### config.mk
export PLATFORM = sky130hd
export DESIGN_NAME = seq_decoder_n
export DESIGN_NICKNAME = d
export VERILOG_FILES = /design/src/rtl/seq_decoder_n.sv
export SDC_FILE = /design/constraint.sdc
export NUM_CORES = 1
export LEC_CHECK = 0
export CAP_MARGIN = 20
export CORE_AREA = 5 5 51 53
export DETAILED_ROUTE_END_ITERATION = 6
export DIE_AREA = 0 0 56 58
export GPL_TIMING_DRIVEN = 0
export HOLD_SLACK_MARGIN = 0.05
export PLACE_DENSITY_LB_ADDON = 0.1
export SLEW_MARGIN = 25
export SYNTH_ARGS = -nofsm -noshare
export SYNTH_HDL_FRONTEND = slang
export SYNTH_SLANG_ARGS = --single-unit
export TNS_END_PERCENT = 1
### constraint.sdc
create_clock -name clk -period 1.69 [get_ports clk]
set_input_delay 0.338 -clock clk [delete_from_list [all_inputs] [get_ports clk]]
set_output_delay 0.338 -clock clk [all_outputs]
set_load 0.02 [all_outputs]
### src/rtl/seq_decoder_n.sv
// Registered N-to-2^N decoder with valid/ready select input and four modes:
// one-hot decode, thermometer decode, auto-scan (walking one) and hold.
module seq_decoder_n #(
  parameter  int SEL_W    = 3,
  parameter  int SCAN_DIV = 4,
  localparam int OUT_W    = 2 ** SEL_W
) (
  input  logic             clk,
  input  logic             rst,
  input  logic             en,
  input  logic [1:0]       mode,
  input  logic [SEL_W-1:0] sel,
  input  logic             sel_valid,
  output logic             sel_ready,
  output logic [OUT_W-1:0] y,
  output logic             y_valid,
  output logic [SEL_W-1:0] scan_idx
);

  localparam int CNT_W = (SCAN_DIV > 1) ? $clog2(SCAN_DIV) : 1;
  localparam logic [CNT_W-1:0] CNT_LAST = CNT_W'(SCAN_DIV - 1);

  typedef enum logic [1:0] {
    ST_OFF,
    ST_DEC,
    ST_SCAN,
    ST_HOLD
  } state_t;

  state_t           state, state_next;
  logic [CNT_W-1:0] div_cnt, cnt_next;
  logic [SEL_W-1:0] idx_next, idx_inc;
  logic [OUT_W-1:0] y_next;
  logic             y_valid_next;
  logic             accept;
  logic [OUT_W:0]   therm_wide;

  assign sel_ready = en & ~mode[1];
  assign accept    = sel_valid & sel_ready;
  // Index wraps OUT_W-1 -> 0 naturally because OUT_W is exactly 2**SEL_W.
  assign idx_inc   = scan_idx + SEL_W'(1);
  // Bits 0..sel set; one extra bit so sel = OUT_W-1 does not overflow before truncation.
  assign therm_wide = ((OUT_W + 1)'(2) << sel) - (OUT_W + 1)'(1);

  // NOTE: every output of this block gets a default first, so no path can infer a latch.
  always_comb begin
    state_next   = ST_OFF;
    y_next       = y;
    y_valid_next = 1'b0;
    idx_next     = scan_idx;
    cnt_next     = div_cnt;

    if (en) begin
      unique case (mode)
        2'b10:   state_next = ST_SCAN;
        2'b11:   state_next = ST_HOLD;
        default: state_next = ST_DEC;
      endcase
    end

    unique case (state_next)
      ST_OFF: begin
        y_next   = '0;
        idx_next = '0;
        cnt_next = '0;
      end
      ST_DEC: begin
        if (accept) begin
          y_next       = mode[0] ? therm_wide[OUT_W-1:0] : (OUT_W'(1) << sel);
          y_valid_next = 1'b1;
        end
      end
      ST_SCAN: begin
        if (state != ST_SCAN) begin
          idx_next     = '0;
          cnt_next     = '0;
          y_next       = OUT_W'(1);
          y_valid_next = 1'b1;
        end else if (div_cnt == CNT_LAST) begin
          cnt_next     = '0;
          idx_next     = idx_inc;
          y_next       = OUT_W'(1) << idx_inc;
          y_valid_next = 1'b1;
        end else begin
          cnt_next = div_cnt + CNT_W'(1);
        end
      end
      default: ;  // ST_HOLD: everything frozen, y_valid stays low
    endcase
  end

  // NOTE: sequential state uses non-blocking assignments so every register
  // samples the values from before this edge.
  always_ff @(posedge clk or posedge rst) begin
    if (rst) begin
      state    <= ST_OFF;
      y        <= '0;
      y_valid  <= 1'b0;
      scan_idx <= '0;
      div_cnt  <= '0;
    end else begin
      state    <= state_next;
      y        <= y_next;
      y_valid  <= y_valid_next;
      scan_idx <= idx_next;
      div_cnt  <= cnt_next;
    end
  end

endmodule
==> results of run 1 <==
registers in the layout, indices dropped and copies added, names as in the netlist:
name and count:
div_cnt 2, scan_idx 3, state 2, y 8, y_valid 1
worst register-to-register path: cells and delay by family (launching register included):
kind	cells	cell delay, ns
flops	1	0.46
fa+ha+maj	1	0.28
compound gates	2	0.28
simple gates	1	0.27
xor+xnor	1	0.20
power by group through the flow:
stage	Clock [W]	Sequential (W)	Combinational [W]
2_1_floorplan	0	0.000440	0.0000816
3_3_place_gp	0	0.000419	0.000175
3_5_place_dp	0	0.000419	0.000175
4_1_cts	0.000264	0.000412	0.000176
5_1_grt	0.000287	0.000415	0.000194
6_report	0.000253	0.000412	0.000176
metal layers:
| layer | vias to the layer above | wire length, um |
|---|---|---|
| met2 | 27 | 1074 |
| li1 | 406 | - |
| met1 | 365 | 903 |
| met3 | 2 | 110 |
| met4 | 0 | 22 |
| met5 | - | 0 |
cell usage in the layout (no fill, tap or decap), types with 2 or more instances in the layout:
cell type / n
a21oi_1: 4
a21oi_2: 2
a22oi_1: 2
a31oi_1: 4
a32oi_1: 2
and2_1: 2
buf_6: 2
clkbuf_1: 3
clkbuf_4: 3
clkdlybuf4s50_1: 13
dfrtp_1: 16
dlygate4sd2_1: 4
ha_1: 6
inv_1: 5
nand2_1: 8
nand2b_1: 2
nand3_1: 2
nor2_1: 2
nor2b_1: 2
nor3_1: 2
o21ai_0: 13
o21ai_1: 2
o21bai_1: 2
area by class of cell:
| cell class | count | area (um^2) | share of cell area (%) |
|---|---|---|---|
| multi-input combinational | 72 | 521.8 | 41.83 |
| timing repair buffer | 19 | 188.9 | 15.15 |
| clock buffer | 4 | 36.28 | 2.909 |
| tap | 28 | 35.03 | 2.808 |
| inverter | 5 | 18.77 | 1.505 |
| sequential | 16 | 400.4 | 32.10 |
| buffer | 7 | 46.29 | 3.711 |
logic make-up after synthesis:
logic type	count (synthesis)	share of synthesized area [%]
flip-flops	16	41.45
adder cells (fa/ha/maj)	6	7.772
AO/OA/AOI/OAI	37	24.74
buffers and inverters	12	6.477
AND/OR/NAND/NOR	27	17.10
XOR/XNOR	1	0.9069
multiplexers	1	1.554
per-stage QoR:
stage	setup TNS (ns)	area [um^2]	utilization (%)	hold slack [ns]
after global routing	0	1247	59.24	0.4181
after detailed placement	-2.203	1191	56.57	0.4974
after floorplan	0	965.9	-	0.2517
after CTS	0	1226	58.23	0.3885
after global placement	-2.018	1191	56.57	0.4940
final	0	1247	59.24	0.3912
worst max-delay path by stage:
stage,cells past startpoint,end,slack (ns)
after floorplan,5,y[1],0.16
after global placement,4,sel_ready,-0.49
after detailed placement,4,sel_ready,-0.50
after CTS,5,y[1],0.02
after global routing,5,y[1],0.005
final,1,y[3],0.09
repair_timing:
action / CTS / global route
setup endpoints to repair: 3 / 5
pin swaps: 0 / 0
hold buffers: 0 / 0
gates resized for setup: 8 / 4
==> results by stage, run 1 <==
Synthesis:
- The predominant post-synthesis flop cell is dfrtp_1.
- The synthesized netlist occupies a cell area of ~970 um^2.
- Counting instances in the post-synthesis netlist gives the leading cell types as dfrtp_1 (16), o21ai_0 (13), nand2_1 (8).
- The total number of yosys warnings is 0.
- In the synthesized netlist the async set-or-reset flop fraction comes to 100.0%.
- The net count of the mapped netlist is 115.
- Synthesis inferred 16 register bits.
- After synthesis, the largest area contributor takes up 41.45% of total cell area.
- The average footprint of a synthesized cell is 9.659 um^2.
- Summed over all instances, the cell type with the most area after synthesis is dfrtp_1.
- The portion of the post-synthesis area used by sequential elements is 41.45%.
- The cell with the most instances after synthesis is dfrtp_1.
- In the post-synthesis netlist, the biggest area contributors are dfrtp_1 (41%), ha_1 (7.8%), o21ai_0 (6.7%).
- The post-synthesis cell type count is 36.
- The number of enable-type register cells in the synthesized netlist is 0.
- The synthesized instance count is 100.

Critical path:
- The endpoint identified for the worst register-to-register timing path is y[1].
- The data required time of the critical path is roughly 1.4 ns.
- The longest individual stage delay on the worst path is ~0.60 ns.
- Of all nets on the critical path, the largest fanout is 2.
- Tracing the worst setup path back leads to its startpoint at y[3].
- The worst register-to-register path has a depth of 5.
- The element type at the critical path end is a primary output.
- Among cell families on the critical path, the largest total delay comes from buffers and inverters.
- The slowest stage cell on the critical path is clkdlybuf4s50_1.
- For flop-to-flop paths, the worst setup slack is 0.15 ns.
- The classification of the worst setup path is flip-flop to primary output.
- The critical path goes through clkdlybuf4s50_1.
- Counting both buffers and inverters, the worst setup path holds a total of 1.
- The worst register-to-register path begins at scan_idx[0].
- The category of the worst setup path launch point is a flip-flop.
- The worst path arrival time is 1.26 ns.

Power:
- For this design the ratio of total power to cell area is ~670 nW/um^2.
- IR analysis of the VDD net gives a maximum drop of 0.0005090 V.
- The design draws around 0.00084 W.
- Combinational cells account for 20.9% of the total power.
- In this run switching power makes up 27.16% of total power.
- Of the total power, the clock network draws between 30% and 40%.
- The internal portion of total power is 0.0006123 W.
- For this design the static power due to leakage is about 0.56 nW.
- The switching power total is 0.0002283 W.
- Of the total power, registers draw 49.0%.

Clocking:
- The clock transition at the registers of the reported paths is roughly 0.1 ns.
- In this run the clock root is driven by a clkbuf_4.
- The clock tree buffer depth is 2.
- The clock latency at the later pin of the worst-skew pair is 0.29 ns.
- The count of buffers added by post-CTS timing repair for setup is 0.
- Clock tree synthesis inserted a total of 3 buffers.
- TritonCTS built the clock tree.
- CTS built an H-tree with a depth of 1.
- The sink count of the clock tree is 16.

Floorplan:
- Measured along the x axis, the die boundary spans around 56 um.
- Once the floorplan was initialized, standard cells occupied 45.87% of the core.
- The floorplan die area is between 3000 and 4000 um^2.
- The core region is 2106 um^2.
- In this run the vertical extent of the chip is 58 um.
- The number of cell rows is 17.
- Pin placement for this block handled 22 I/O pins.

Cells and area:
- The post-layout instance count excluding filler cells is 151.
- The antenna diode instance count is 0.
- From synthesis to final layout, the design area changed by 29.15%.
- The fill cell instance count of the final layout is 182.
- The final layout contains between 100 and 150 nets.
- The post-route netlist has 14.63% of its cells at a drive strength greater than 1.

Run status:
- The flow ran to the end, and the final reports show no timing, DRC or antenna violations.

Timing:
- Setup violations remaining at the end of the flow were counted as 0.
- The number of pins exceeding their max-slew limit in the final report is 0.
- The shortest clock period the worst path allows after layout is 1.603 ns.
- The relative slew slack is 57.40%.
- Timing would allow up to 623.9 MHz.
- The final hold violation count is 0.
- The post-route clock skew is 0.01355 ns.
- The post-route clock period utilization is a little over nine tenths.
- Setup slack closes at 0.08714 ns.
- At the pin with the least slew margin, the transition time is around 0.64 ns.
- Setup repair after global routing left no endpoint under its margin.

Place:
- During placement, the flow inserted port buffers numbering 19.
- Prior to clock tree synthesis, the placed netlist has a worst setup slack of -0.4964 ns.
- Summed over all nets, the half-perimeter wirelength after detailed placement is roughly 1500 um.
- Counting tap cells, the placed design contains a total of 147 instances.
- The final weighted congestion in routability-driven placement is 0.7997.

Drt:
- Dividing the detail-routed wire length by the instance count gives 13.99 um.
- The number of iterations in the first detailed-routing pass is 4.
- The routed design has 2112 um of wire.
- The post-detailed-route DRC marker count is 0.
- Once detail routing completed, the nets flagged for antenna violations numbered 0.
- The post-detailed-route via-to-cell ratio is 5.298.
- The routed layout has 800 vias.
- The number of DRC markers in iteration 0 is 22.

Min path:
- The path class of the tightest hold or removal check is input port to flip-flop.
- The count of cells along the worst hold path is 3.
- The hold path startpoint is mode[0].
- The path with the worst hold slack has its endpoint at y[0].

Global routing:
- Entering global routing, the biggest net connects 17 pins.
- The number of global-route vias before repair came to 818.
- The first global-routing pass estimated 3594 um of wire.
- The met3 usage in global routing is 5.122%.
- The overall fraction of global-route tracks in use is 14.37%.
- In the global route stage, met2 resource usage came out at 26.54%.
- The number of antenna violations at the first check in global routing is 0.
- The aggregate global routing overflow is 0.
- The global routing stage identified its most utilized layer as met2.
- The global routing met1 resource utilization is 15.46%.

Job:
- Across the run, the number of max-cap violations was 0.
Note: power is estimated with default switching activity, not from simulation.
==> inputs of run 2 (changes only) <==
CELL_PAD_IN_SITES_DETAIL_PLACEMENT = 2   (was not set)
CELL_PAD_IN_SITES_GLOBAL_PLACEMENT = 2   (was not set)
CORE_AREA = 5 5 63 65   (was 5 5 51 53)
DIE_AREA = 0 0 68 70   (was 0 0 56 58)
SLEW_MARGIN = 20   (was 25)
==> run 2 against run 1 <==
Effect of this change: clock skew shrank 0.010 ns; highest routed layer unchanged; flip-flop and latch count is the same; sequential share of layout area shrank 0.35 points; largest cell class unchanged; largest power group unchanged; clock-buffer cell count is the same.
==> results by stage, run 2 (synthesis gave the netlist of run 1 again) <==
Drt:
- After detailed routing, the number of remaining DRC violations is 0.
- The post-detailed-route via-to-cell ratio is 5.000.
- In the final routed layout, each cell accounts on average for 16.23 um.
- The number of DRC markers in iteration 0 is 24.
- For this run, the detailed router's first-pass iteration total came to 4.
- The routed layout has 845 vias.
- The total wirelength of the detailed-routed design is about 2700 um.
- The detail route stage leaves a number of antenna-violating nets equal to 0.

Place:
- Routability-driven placement finished with a final weighted congestion of 0.6762.
- At the placement stage, the worst setup path has a slack of -0.5377 ns.
- Once detailed placement completed, the half-perimeter wirelength came to 2028 um.
- The post-placement cell count is 165.
- Port buffering added 19 buffers.
- The total cell area at the placement stage is 1214 um^2.

Run status:
- The run finished with clean final reports.

Floorplan:
- The floorplan step set the die height to about 70 um.
- The number of cell rows is 21.
- The floorplan step set the die width to 68 um.
- During I/O placement, the number of pins put on the boundary was 22.
- The effective utilization at floorplan is 29.41%.
- The die covers approximately 4800 um^2.
- The placeable core region is 3284 um^2.

Clocking:
- The clock latency at the later pin of the worst-skew pair is 0.30 ns.
- Clock tree synthesis inserted a total of 3 buffers.
- Clock-pin slew was measured on the worst setup and hold paths at 0.10 ns.
- The clock tree from TritonCTS is done.
- Buffers inserted to repair hold after CTS numbered 0.
- The sink count of the clock tree is 16.
- In this run the deepest clock path goes through 2 buffers.
- The H-tree depth reported by CTS is 1.
- The count of buffers added by post-CTS timing repair for setup is 0.
- CTS placed an instance of clkbuf_4 at the clock tree root.

Min path:
- The startpoint identified for the worst hold timing path is mode[0].
- The worst hold path belongs to the class input port to flip-flop.

Power:
- The power per cell area is 680.6 nW/um^2.
- The largest voltage drop on the vdd net is 0.0002883 V.
- The switching power total is 0.0002491 W.
- The part of the power in combinational logic is 21.0%.
- The proportion of total power due to net switching is 28.93%.
- Summed over all cells, the static leakage comes to 0.5401 nW.
- Per report_power, the sequential group accounts for between 40% and 50% of the total.
- The internal portion of the total power is around 0.00061 W.
- Total power for the finished layout comes to 0.0008610 W.
- The clock power share is between 30% and 40%.

Timing:
- The number of pins exceeding their max-slew limit in the final report was 0.
- The final hold violation count came to 0.
- Timing would allow up to 616.7 MHz.
- After layout, the worst setup slack is between 0.06 and 0.07 ns.
- The post-route clock period utilization is 95.95%.
- The count of endpoints failing setup in the final report is 0.
- Measured against its own limit, the worst slew margin works out to 54.78%.
- At the pin with the least slew margin, the transition time is 0.6776 ns.
- The shortest clock period the worst path allows after layout is ~1.6 ns.
- For the final database, setup skew stands at 0.003313 ns.
- Setup repair after global routing left no endpoint under its margin.

Cells and area:
- The synthesis-to-layout area growth is 30.96%.
- The fill cell instance count of the final layout is about 370.
- The flip-flop count of the largest register after layout is 8.
- The top cell types in the final layout, fill and taps aside, are dfrtp_1 (15), o21ai_0 (13), clkdlybuf4s50_1 (13).
- The largest registers in the layout are y x8, scan_idx x3.
- The most common cell after layout, fill and taps aside is dfrtp_1.
- Registers take around 400 um^2.
- The fraction of final layout cells with drive strength greater than 1 is between 15 and 20%.
- The post-layout instance count excluding filler cells is 169.
- The repair_antennas step left the layout with diodes totalling 0.
- Counting flops per register, the top entry is y.
- At the end of the flow, the number of nets in the layout was 139.
- After routing the design area is 1265 um^2.
- In the final layout, the multi-input gates occupy around 520 um^2.

Global routing:
- The global-route wire length before repair is 4767 um.
- The number of global-route vias before repair is 964.
- Entering global routing, the biggest net connects 17 pins.
- The overall fraction of global-route tracks in use is approximately an eighth.
- The number of antenna violations at the first check in global routing is 0.
- Global routing finished with a remaining overflow of 0.

Critical path:
- In this run the worst setup path begins at y[3].
- The biggest fanout along the worst timing path is 2.
- The worst setup path is captured at a primary output.
- The worst path arrival time is between 1 and 1.5 ns.
- The number of buffers and inverters on the critical path is 1.
- The data required time of the critical path is roughly 1.4 ns.
- By startpoint and endpoint, the worst setup path is classified as flip-flop to primary output.
- The startpoint of the lowest-slack register-to-register path is scan_idx[0].
- For this run, the slowest stage of the critical path takes 0.61 ns.
- The kind of cell with the highest combined delay along the critical path is buffers and inverters.
- The signal on the critical path passes through clkdlybuf4s50_1.
- The slowest stage cell on the critical path is clkdlybuf4s50_1.
- STA classifies the critical path startpoint as a flip-flop.

Job:
- The tool flagged a number of max-cap violations equal to 0.
## run 2: changes by cell type in the layout (fill, tap and decap cells not counted), sizes merged
cell / previous run / this run
dlygate4sd2: 4 / 5
dlymetal6s2s: 1 / 0
## run 2: per-stage QoR
step / utilization [%] / TNS [ns] / hold slack (ns)
CTS: 38.10 / 0 / 0.3909
global placement: 36.95 / -2.819 / 0.4942
detailed placement: 36.95 / -3.165 / 0.5006
global route: 38.51 / 0 / 0.4039
finish: 38.51 / 0 / 0.3988
floorplan: - / 0 / 0.2517
## run 2: worst min-delay path, cell delays in order
cell and delay, ns:
buf_6 0.11, o21bai_1 0.13, a31oi_1 0.08
## run 2: power groups by stage
stage	Sequential (W)	Clock, W	Combinational [W]
5_1_grt	0.000417	0.000300	0.000199
4_1_cts	0.000413	0.000280	0.000185
3_3_place_gp	0.000419	0	0.000181
2_1_floorplan	0.000440	0	0.0000816
3_5_place_dp	0.000421	0	0.000185
6_report	0.000413	0.000267	0.000181
## run 2: final cells by class
type                       count  share of cell area (%)
buffer                         7                   3.462
inverter                       5                   1.484
timing repair buffer          19                   14.64
tap                           46                   4.550
sequential                    16                   31.75
clock buffer                   4                   2.868
multi-input combinational     72                   41.25
## run 2: path summary, 6_finish.rpt
kind	to	slack, ns	cells after the start
worst max-delay path	y[3]	0.07	1
worst min-delay path	y[0]	0.40	3
worst max register to register	y[1]	0.12	5
worst min register to register	div_cnt[1]	0.52	1
max in group asynchronous	scan_idx[0]	0.78	2
min in group asynchronous	scan_idx[2]	0.44	2
## run 2: layer usage
metal / vias up / GRT usage (%) / share of wire (%)
met5: - / 0 / 0
met1: 425 / 16.06 / 43
met3: 5 / 2.083 / 2.6
li1: 405 / - / -
met4: 0 / 5.298 / 1.8
met2: 10 / 22.16 / 52
## run 2: what timing repair did
action,4_1_cts,5_1_grt
gates cloned,0,0
pin swaps,0,0
setup endpoints to repair,6,9
gates resized for setup,9,3
